==> config.mk <==
export PLATFORM = sky130hd
export DESIGN_NAME = mac_arbiter_flat
export DESIGN_NICKNAME = d
export VERILOG_FILES = /design/src/rtl/mac_pkg.sv /design/src/rtl/mac_arbiter_if.sv /design/src/rtl/mac_arbiter_rr_arb2.sv /design/src/rtl/mac_arbiter.sv /design/src/flat_wrapper.sv
export SDC_FILE = /design/constraint.sdc
export NUM_CORES = 1
export LEC_CHECK = 0
export ABC_CLOCK_PERIOD_IN_PS = 3300
export BUFFER_PORTS_ARGS = -buffer_cell sky130_fd_sc_hd__clkbuf_2
export CAP_MARGIN = 20
export CELL_PAD_IN_SITES_DETAIL_PLACEMENT = 0
export CELL_PAD_IN_SITES_GLOBAL_PLACEMENT = 1
export CORE_MARGIN = 3
export CORE_UTILIZATION = 36
export DETAILED_ROUTE_END_ITERATION = 6
export GPL_TIMING_DRIVEN = 0
export HOLD_SLACK_MARGIN = 0.03
export PLACE_DENSITY = 0.95
export SETUP_SLACK_MARGIN = 0.15
export SLEW_MARGIN = 20
export SYNTH_ARGS = -nofsm -noshare
export SYNTH_HDL_FRONTEND = slang
export SYNTH_SLANG_ARGS = --single-unit
==> constraint.sdc <==
create_clock -name clk -period 3.3 [get_ports clk]
set_clock_uncertainty 0.15 [all_clocks]
set_input_delay 0.495 -clock clk [delete_from_list [all_inputs] [get_ports clk]]
set_output_delay 0.495 -clock clk [all_outputs]
set_load 0.02 [all_outputs]
==> src/rtl/mac_pkg.sv <==
// Shared widths, job limits and FSM encoding for the two-requester MAC arbiter.
package mac_pkg;
  localparam int W_IN    = 4;
  localparam int W_OUT   = 11;
  localparam int MAX_LEN = 8;
  localparam int CNT_W   = $clog2(MAX_LEN);

  typedef enum logic [2:0] {
    S_IDLE  = 3'd0,
    S_CLEAR = 3'd1,
    S_FEED  = 3'd2,
    S_DRAIN = 3'd3,
    S_DONE  = 3'd4
  } mac_state_e;
endpackage

==> src/rtl/mac_arbiter_if.sv <==
// Requester job/stream/result signals and the MAC-side operand bus.
interface mac_arbiter_if #(
  parameter int W_IN  = mac_pkg::W_IN,
  parameter int W_OUT = mac_pkg::W_OUT
) ();
  // Handshake: a pair moves when rn_valid && rn_ready are both high at a rising
  // clk edge; rn_valid may rise freely, rn_ready is only ever high while granted.
  logic             r0_req,    r1_req;
  logic [2:0]       r0_len,    r1_len;
  logic [W_IN-1:0]  r0_a,      r1_a;
  logic [W_IN-1:0]  r0_b,      r1_b;
  logic             r0_valid,  r1_valid;
  logic             r0_ready,  r1_ready;
  logic             r0_done,   r1_done;
  logic [W_OUT-1:0] r0_result, r1_result;
  logic [W_IN-1:0]  mac_a, mac_b;
  logic             mac_valid_a, mac_valid_b, mac_clr;
  logic [W_OUT-1:0] mac_out;

  modport slave (
    input  r0_req, r1_req, r0_len, r1_len, r0_a, r1_a, r0_b, r1_b, r0_valid, r1_valid,
    output r0_ready, r1_ready, r0_done, r1_done, r0_result, r1_result,
    output mac_a, mac_b, mac_valid_a, mac_valid_b, mac_clr,
    input  mac_out
  );

  modport master (
    output r0_req, r1_req, r0_len, r1_len, r0_a, r1_a, r0_b, r1_b, r0_valid, r1_valid,
    input  r0_ready, r1_ready, r0_done, r1_done, r0_result, r1_result,
    input  mac_a, mac_b, mac_valid_a, mac_valid_b, mac_clr,
    output mac_out
  );
endinterface

==> src/rtl/mac_arbiter_rr_arb2.sv <==
// Two-way round-robin arbiter: one-hot grant, pointer advances only when a grant is taken.
module rr_arb2 (
  input  logic       clk,
  input  logic       reset,
  input  logic [1:0] req,
  input  logic       take,
  output logic [1:0] gnt
);
  logic last_q, last_d;

  always_comb begin
    gnt    = req;
    last_d = last_q;
    if (req == 2'b11) gnt = last_q ? 2'b01 : 2'b10;
    if (take && (|req)) last_d = gnt[1];
  end

  // last_q = 1 after reset so a simultaneous request favours r0.
  always_ff @(posedge clk) begin
    if (reset) last_q <= 1'b1;
    else       last_q <= last_d;
  end
endmodule

==> src/rtl/mac_arbiter.sv <==
// Arbitrates two dot-product jobs onto one external MAC: clear, feed beats, drain, report.
module mac_arbiter #(
  parameter int W_IN    = mac_pkg::W_IN,
  parameter int W_OUT   = mac_pkg::W_OUT,
  parameter int MAC_LAT = 1
) (
  input  logic                clk,
  input  logic                reset,
  mac_arbiter_if.slave        bus,
  output mac_pkg::mac_state_e state_o
);
  import mac_pkg::*;

  localparam logic [CNT_W-1:0] DRAIN_LAST = CNT_W'(MAC_LAT);
  localparam logic [CNT_W-1:0] CNT_ONE    = CNT_W'(1);

  mac_state_e       state_q, state_d;
  logic [CNT_W-1:0] cnt_q, cnt_d;
  logic [2:0]       len_q, len_d;
  logic             gidx_q, gidx_d;
  logic [W_IN-1:0]  mac_a_q, mac_a_d, mac_b_q, mac_b_d;
  logic             mac_vld_q, mac_vld_d;
  logic [1:0]       done_q, done_d;
  logic [W_OUT-1:0] res0_q, res0_d, res1_q, res1_d;

  logic [1:0]       gnt;
  logic             arb_take, feed, sel_valid, accept;
  logic [W_IN-1:0]  sel_a, sel_b;

  rr_arb2 u_arb (
    .clk   (clk),
    .reset (reset),
    .req   ({bus.r1_req, bus.r0_req}),
    .take  (arb_take),
    .gnt   (gnt)
  );

  // Only the granted requester's stream is ever looked at.
  assign sel_valid = gidx_q ? bus.r1_valid : bus.r0_valid;
  assign sel_a     = gidx_q ? bus.r1_a     : bus.r0_a;
  assign sel_b     = gidx_q ? bus.r1_b     : bus.r0_b;
  assign feed      = (state_q == S_FEED);
  assign accept    = feed && sel_valid;

  always_comb begin
    state_d   = state_q;
    cnt_d     = cnt_q;
    len_d     = len_q;
    gidx_d    = gidx_q;
    mac_a_d   = mac_a_q;
    mac_b_d   = mac_b_q;
    mac_vld_d = 1'b0;
    done_d    = 2'b00;
    res0_d    = res0_q;
    res1_d    = res1_q;
    arb_take  = 1'b0;
    case (state_q)
      S_IDLE: begin
        if (bus.r0_req || bus.r1_req) begin
          arb_take = 1'b1;
          gidx_d   = gnt[1];
          len_d    = gnt[1] ? bus.r1_len : bus.r0_len;
          cnt_d    = '0;
          state_d  = S_CLEAR;
        end
      end
      S_CLEAR: begin
        cnt_d   = '0;
        state_d = S_FEED;
      end
      S_FEED: begin
        if (accept) begin
          mac_a_d   = sel_a;
          mac_b_d   = sel_b;
          mac_vld_d = 1'b1;
          if (cnt_q == len_q) begin
            cnt_d   = '0;
            state_d = S_DRAIN;
          end else begin
            cnt_d = cnt_q + CNT_ONE;
          end
        end
      end
      S_DRAIN: begin
        // MAC_LAT+1 cycles: the final beat lands in the MAC during the first one.
        if (cnt_q == DRAIN_LAST) begin
          cnt_d   = '0;
          state_d = S_DONE;
        end else begin
          cnt_d = cnt_q + CNT_ONE;
        end
      end
      S_DONE: begin
        done_d[gidx_q] = 1'b1;
        if (gidx_q) res1_d = bus.mac_out;
        else        res0_d = bus.mac_out;
        state_d = S_IDLE;
      end
      default: state_d = S_IDLE;
    endcase
  end

  always_ff @(posedge clk) begin
    if (reset) begin
      state_q   <= S_IDLE;
      cnt_q     <= '0;
      len_q     <= '0;
      gidx_q    <= 1'b0;
      mac_a_q   <= '0;
      mac_b_q   <= '0;
      mac_vld_q <= 1'b0;
      done_q    <= 2'b00;
      res0_q    <= '0;
      res1_q    <= '0;
    end else begin
      state_q   <= state_d;
      cnt_q     <= cnt_d;
      len_q     <= len_d;
      gidx_q    <= gidx_d;
      mac_a_q   <= mac_a_d;
      mac_b_q   <= mac_b_d;
      mac_vld_q <= mac_vld_d;
      done_q    <= done_d;
      res0_q    <= res0_d;
      res1_q    <= res1_d;
    end
  end

  assign bus.r0_ready    = feed && !gidx_q;
  assign bus.r1_ready    = feed &&  gidx_q;
  assign bus.r0_done     = done_q[0];
  assign bus.r1_done     = done_q[1];
  assign bus.r0_result   = res0_q;
  assign bus.r1_result   = res1_q;
  assign bus.mac_a       = mac_a_q;
  assign bus.mac_b       = mac_b_q;
  assign bus.mac_valid_a = mac_vld_q;
  assign bus.mac_valid_b = mac_vld_q;
  assign bus.mac_clr     = (state_q == S_CLEAR);
  assign state_o         = state_q;
endmodule

==> src/flat_wrapper.sv <==
// flat-port wrapper written by rule: the top's interface ports become plain ports
module mac_arbiter_flat import mac_pkg::*;
#(
  parameter int W_IN    = mac_pkg::W_IN,
  parameter int W_OUT   = mac_pkg::W_OUT,
  parameter int MAC_LAT = 1
)
  (clk, reset, state_o, bus_r0_req, bus_r1_req, bus_r0_len, bus_r1_len, bus_r0_a, bus_r1_a, bus_r0_b, bus_r1_b, bus_r0_valid, bus_r1_valid, bus_r0_ready, bus_r1_ready, bus_r0_done, bus_r1_done, bus_r0_result, bus_r1_result, bus_mac_a, bus_mac_b, bus_mac_valid_a, bus_mac_valid_b, bus_mac_clr, bus_mac_out);
  mac_arbiter_if #(.W_IN(W_IN), .W_OUT(W_OUT)) bus_i ();
  input  logic clk;
  input  logic reset;
  output mac_pkg::mac_state_e state_o;
  input wire logic [$bits(bus_i.r0_req)-1:0] bus_r0_req;
  input wire logic [$bits(bus_i.r1_req)-1:0] bus_r1_req;
  input wire logic [$bits(bus_i.r0_len)-1:0] bus_r0_len;
  input wire logic [$bits(bus_i.r1_len)-1:0] bus_r1_len;
  input wire logic [$bits(bus_i.r0_a)-1:0] bus_r0_a;
  input wire logic [$bits(bus_i.r1_a)-1:0] bus_r1_a;
  input wire logic [$bits(bus_i.r0_b)-1:0] bus_r0_b;
  input wire logic [$bits(bus_i.r1_b)-1:0] bus_r1_b;
  input wire logic [$bits(bus_i.r0_valid)-1:0] bus_r0_valid;
  input wire logic [$bits(bus_i.r1_valid)-1:0] bus_r1_valid;
  output wire logic [$bits(bus_i.r0_ready)-1:0] bus_r0_ready;
  output wire logic [$bits(bus_i.r1_ready)-1:0] bus_r1_ready;
  output wire logic [$bits(bus_i.r0_done)-1:0] bus_r0_done;
  output wire logic [$bits(bus_i.r1_done)-1:0] bus_r1_done;
  output wire logic [$bits(bus_i.r0_result)-1:0] bus_r0_result;
  output wire logic [$bits(bus_i.r1_result)-1:0] bus_r1_result;
  output wire logic [$bits(bus_i.mac_a)-1:0] bus_mac_a;
  output wire logic [$bits(bus_i.mac_b)-1:0] bus_mac_b;
  output wire logic [$bits(bus_i.mac_valid_a)-1:0] bus_mac_valid_a;
  output wire logic [$bits(bus_i.mac_valid_b)-1:0] bus_mac_valid_b;
  output wire logic [$bits(bus_i.mac_clr)-1:0] bus_mac_clr;
  input wire logic [$bits(bus_i.mac_out)-1:0] bus_mac_out;
  assign bus_i.r0_req = bus_r0_req;
  assign bus_i.r1_req = bus_r1_req;
  assign bus_i.r0_len = bus_r0_len;
  assign bus_i.r1_len = bus_r1_len;
  assign bus_i.r0_a = bus_r0_a;
  assign bus_i.r1_a = bus_r1_a;
  assign bus_i.r0_b = bus_r0_b;
  assign bus_i.r1_b = bus_r1_b;
  assign bus_i.r0_valid = bus_r0_valid;
  assign bus_i.r1_valid = bus_r1_valid;
  assign bus_r0_ready = bus_i.r0_ready;
  assign bus_r1_ready = bus_i.r1_ready;
  assign bus_r0_done = bus_i.r0_done;
  assign bus_r1_done = bus_i.r1_done;
  assign bus_r0_result = bus_i.r0_result;
  assign bus_r1_result = bus_i.r1_result;
  assign bus_mac_a = bus_i.mac_a;
  assign bus_mac_b = bus_i.mac_b;
  assign bus_mac_valid_a = bus_i.mac_valid_a;
  assign bus_mac_valid_b = bus_i.mac_valid_b;
  assign bus_mac_clr = bus_i.mac_clr;
  assign bus_i.mac_out = bus_mac_out;
  mac_arbiter #(.W_IN(W_IN), .W_OUT(W_OUT), .MAC_LAT(MAC_LAT)) u_core (.clk(clk), .reset(reset), .bus(bus_i), .state_o(state_o));
endmodule
**After elaboration in Yosys (flattened, before gate mapping)**

Cells that the tools add are included.

- Register bits: 44
- Bits in latches: 0
- RAM bits: 0
- ROM bits: 0
- Input port bits: 39
- Word-level logic and storage cells: 67
- Memories: 0

- $add $sub $neg: 1
- Multipliers: 0
- Div/mod/pow operators: 0
- Order comparisons: 2
- Equality and inequality tests: 11
- Shift-type cells: 0
- Muxes and demuxes: 21
- Bitwise logic cells: 3
- Reductions and logical operators: 18

Operator list:

| cell | number |
|---|---|
| two-way mux 3 bit | 9 |
| one-hot mux 3 bit (4 select lines) | 2 |
| two-way mux 4 bit | 2 |
| AND reduction 2 bit | 4 |
| equality test 3 x 1 -> 1 bit, second input constant | 2 |
| equality test 3 x 2 -> 1 bit, second input constant | 2 |
| OR reduction 2 bit | 3 |
| logical AND 1 bit | 5 |
| two-way mux 1 bit | 5 |
| two-way mux 2 bit | 2 |
| != test 2 x 1 -> 1 bit, second input constant | 2 |
| != test 2 bit, second input constant | 2 |
| AND reduction 4 bit | 1 |
| nonzero test 4 bit | 1 |
| adder 3 x 1 -> 3 bit, second input constant | 1 |
| equality test 3 bit | 1 |
| equality test 3 bit, second input constant | 1 |
| logical NOT 3 bit | 1 |
| NOT 1 bit | 3 |
| AND reduction 3 bit | 1 |
| equality test 2 bit, second input constant | 1 |
| less-than comparator 1 x 2 -> 1 bit, second input constant | 1 |
| demux 1 bit (select 1 bit) | 1 |
| greater-or-equal comparator 1 bit, second input constant | 1 |
| 2 further kinds | 2 |

**Longest topological paths before layout**

- Word-level depth: 4
- Mapped depth: 7
- Mapped depth without buffers: 7

**By module**

A second synthesis with hierarchy kept.

- Cell total of the unflattened synthesis: 219
- Area, all modules: 1926.8 um^2

By module, submodules not included:

| module | times used | cells an instance | area each (um^2) | seq. area each (um^2) |
|---|---|---|---|---|
| mac_arbiter | 1 | 212 | 1865.5 | 860.8 |
| rr_arb2 | 1 | 7 | 61.3 | 20.0 |

**Least setup slack after synthesis**

No wires, ideal clock.

- Path kind: register to output
- From: reg u_core.state_q[1], in the netlist u_core.state_o[1]
- To: out bus_r0_ready
- Arrival: 1.284 ns
- Required time: 2.655 ns
- Slack: 1.371 ns
- Cell stages (with the launch flop): 3
- Cell sequence: dfxtp_1 or3b_4 nor2_1

- Cells in the longest elaborated chain, start to end: 2

RTL lines:

| what | RTL line | RTL |
|---|---|---|
| from (decl) | mac_arbiter.sv:17 | `mac_state_e state_q, state_d;` |
| from (signal assigned) | mac_arbiter.sv:116 | `state_q <= state_d;` |
| equality test 3 x 2 -> 1 bit | mac_arbiter.sv:42 | `assign feed = (state_q == S_FEED);` |
| logical AND 1 bit | mac_arbiter.sv:129 | `assign bus.r0_ready = feed && !gidx_q;` |
| to (decl) | flat_wrapper.sv:23 | `output wire logic [$bits(bus_i.r0_ready)-1:0] bus_r0_ready;` |

No other way between the ends.

**Worst setup path in the final report**

- From: reg u_core.state_q[1], in the netlist u_core.state_o[1]
- To: out bus_r1_ready

- Cells in the longest elaborated chain, start to end: 2

RTL lines:

| what | RTL line | RTL |
|---|---|---|
| equality test 3 x 2 -> 1 bit | mac_arbiter.sv:42 |  |
| logical AND 1 bit | mac_arbiter.sv:130 | `assign bus.r1_ready = feed && gidx_q;` |
| to (decl) | flat_wrapper.sv:24 | `output wire logic [$bits(bus_i.r1_ready)-1:0] bus_r1_ready;` |

No other way between the ends.

==> summary.md <==
• **r2r endpoint** u_core.bus.mac_b[2]
• **total setup buffers inserted after CTS** 0
• **Synth area leaders** dfxtp_1 47%, nand2_1 10%, a21oi_1 6.9%, mux2i_1 5.9%, nor2_1 4.6%
• **final period utilization** 67.3%
• **worst hold slack** 277 ps
• **hold-fix buffers at CTS** 0
• **GRT overflow** 0
• **share of synthesized area occupied by flip-flops and latches** 47.0%
• **critical path data required time** 2650 ps
• **most used flip-flop cell after synthesis** dfxtp_1
• **routed vias** 1761
• **post-layout net count** 344
• **most instantiated library cell after synthesis** nand2_1
• **ratio of cells with drive above 1 in the final layout** 32.6%
• **std cell rows** 25
• **Final Non-Filler Cells** 371
• **Antenna Diode Count** 0
• **CORE AREA** 4880 sq um
• **post-synthesis to final-layout area growth** 30.0%
• **total clock buffers created by CTS** 5
• **CP max-delay cell** dfxtp_1
• **min cycle time layout** 2220 ps
• **register cell area after layout** 881 sq um
• **post-placement cell area** 2340 sq um
• **arrival time worst endpoint** 1580 ps
• **worst setup timing slack at the placement stage** 1420 ps
• **most frequent cells after synthesis** 50 x nand2_1, 44 x dfxtp_1, 26 x a21oi_1
• **Final Hold Viols** 0
• **distinct cell type count of the synthesized netlist** 42
• **fraction of synthesized cell area taken by the top area cell type** 47.0%
• **Detailed Place HPWL** 3.39 mm
• **RSZ-0062 raised after global routing** no
• **die width** 78.2 um
• **number of flip-flops and latches in the synthesized netlist** 44
• **kind of critical path** flip-flop to primary output
• **slowest cell delay on critical path** 500 ps
• **Worst Path Max Fanout** 8
• **maximum operating frequency** 450 MHz
• **number of global-route vias before repair** 1659
• **Initial Utilization** 38.4%
• **number of cells in the design after placement** 363
• **Post-synth EDFFs** 0
• **routed vias/inst** 4.75
• **Reg clk slew, reported paths** 80 ps
• **top-level port count** 79
• **result of the run** finished, final reports clean
• **number of cells traversed by the worst hold path** 3
• **global-route wire length before repair** 7.75 mm
• **max-slew violation count** 0
• **class of the most critical hold timing path** primary input to flip-flop
• **count of fill cells added during filler insertion** 525
• **Clock Sinks** 44
• **total track usage** 15.8%
• **number of max-cap violations** 0
• **weighted congestion at the end of routability-driven global placement** 0.801
• **number of instances in the synthesized netlist** 219
• **minimum setup slack among reg-to-reg paths** 1510 ps
• **# DRC** 0
• **Hold Path Sink** u_core.bus.r1_result[2]
• **fraction of registers with async set or reset after synthesis** 0%
• **total length of routed wires** 4.40 mm
• **mean cell area of the mapped netlist** 8.56 sq um
• **Max VDD drop** 313 uV
• **cell-by-cell listing of the critical path** or3b_4 -> nor2_1 -> clkbuf_2
• **Setup violations, final** 0
• **library cell occupying the most area in the post-synthesis netlist** dfxtp_1
• **synthesis warning total** 0
• **number of nets with antenna violations after routing** 0
• **reg-to-reg critical path startpoint** u_core.state_o[1]
• **Worst setup SP type** flip-flop
• **final instance area** 2440 sq um
• **largest net degree at the start of global routing** 14
• **# port buffers** 77
• **Starting DRT DRC Count** 51
• **start point of the worst hold path** bus_mac_out[2]
• **transition time of the tightest slew-check pin** 634 ps
• **number of antenna violations at the first check in global routing** 0
• **CP endpoint kind** primary output
• **first drt pass iteration count** 4
• **power per cell area** 615 nW/um^2
• **number of buffers on the longest clock path** 2
• **final routed wire length divided by cell count** 11.9 um
• **post-route setup slack** 1080 ps
• **multi-input gate area in the final layout** 898 sq um
• **height of the die** 78.2 um
• **Sum Neg Setup Slack** 0 ps
• **clock tree from TritonCTS** yes
• **net count after synthesis** 260
• **CTS H-tree depth** 2
• **Clock Latency Late Sink** 290 ps
• **number of cells on the worst reg-to-reg path** 6
• **post_cts resized** 0
• **root buffer cell** clkbuf_8
• **netlist area before placement** 1870 sq um
• **leak pwr** 1.04 nW
• **die outline area** 6110 sq um
• **Max transition margin** 57.7%
[critical path: cells and delay by family (launching register included)]
| family | cells | cell delay [ps] |
|---|---|---|
| buffers and inverters | 1 | 180 |
| flip-flops | 1 | 500 |
| AND/OR/NAND/NOR | 2 | 600 |
[sequential cells by signal, indices dropped and copies added, names as in the netlist]
| signal | flops |
|---|---|
| u_core.gidx_q | 1 |
| u_core.len_q | 3 |
| u_core.cnt_q | 3 |
| u_core.bus.r1_result | 11 |
| u_core.bus.mac_b | 4 |
| u_core.bus.mac_valid_a | 1 |
| u_core.bus.mac_a | 4 |
| u_core.state_o | 3 |
| u_core.done_q | 2 |
| u_core.bus.r0_result | 11 |
| u_core.u_arb.last_q | 1 |
[layer usage]
layer	wire length, um	GRT usage [%]	up-vias
li1	-	-	905
met1	2050	21.0	775
met2	1890	24.3	76
met3	427	5.39	5
met4	39	4.20	0
met5	0	0	-
[cells in the final DEF (no fill, tap or decap), types with 3 or more instances in the layout]
cell | Yosys | routed
clkbuf_2 | 0 | 77
nor2b_1 | 3 | 3
buf_2 | 3 | 3
clkbuf_8 | 0 | 6
dfxtp_1 | 44 | 44
mux2i_1 | 11 | 11
nand2_1 | 50 | 50
nor2_1 | 23 | 23
a21oi_1 | 26 | 26
clkbuf_1 | 7 | 8
a211oi_1 | 10 | 10
[through the flow]
stage	utilization, %	total power, W
final	49.9	0.00150
after global routing	49.9	0.00161
after CTS	49.9	0.00152
after detailed placement	48.0	0.00117
after global placement	48.0	0.00115
after floorplan	-	0.00103
[report_power, final]
part	leakage [nW]	switching, W	internal (W)	total (W)
Combinational	0.640	0.000287	0.000214	0.000501
Sequential	0.357	0.0000519	0.000596	0.000648
Clock	0.0445	0.000181	0.000170	0.000351
Total	1.04	0.000520	0.000980	0.00150
[layout make-up]
class | instances | share of cell area (%)
timing repair buffer | 77 | 15.8
tap | 67 | 3.44
sequential | 44 | 36.1
multi-input combinational | 158 | 36.9
buffer | 15 | 3.59
inverter | 2 | 0.308
clock buffer | 7 | 3.54
clock inverter | 1 | 0.308
[how the worst max path moves through the flow]
stage / startpoint / endpoint / slack, ps
after floorplan: u_core.state_o[1] / bus_r0_ready / 1370
after global placement: u_core.state_o[1] / bus_r1_ready / 1420
after detailed placement: u_core.state_o[1] / bus_r0_ready / 1420
after CTS: u_core.state_o[1] / bus_r0_ready / 1090
after global routing: u_core.state_o[1] / bus_r1_ready / 1000
final: u_core.state_o[1] / bus_r1_ready / 1080
[cells by family after synthesis]
group                    share of synthesized area [%]
multiplexers                                      6.48
XOR/XNOR                                          1.40
AO/OA/AOI/OAI                                     15.8
flip-flops                                        47.0
buffers and inverters                             5.07
AND/OR/NAND/NOR                                   23.0
adder cells (fa/ha/maj)                           1.33
(Power assumes the default switching activity.)
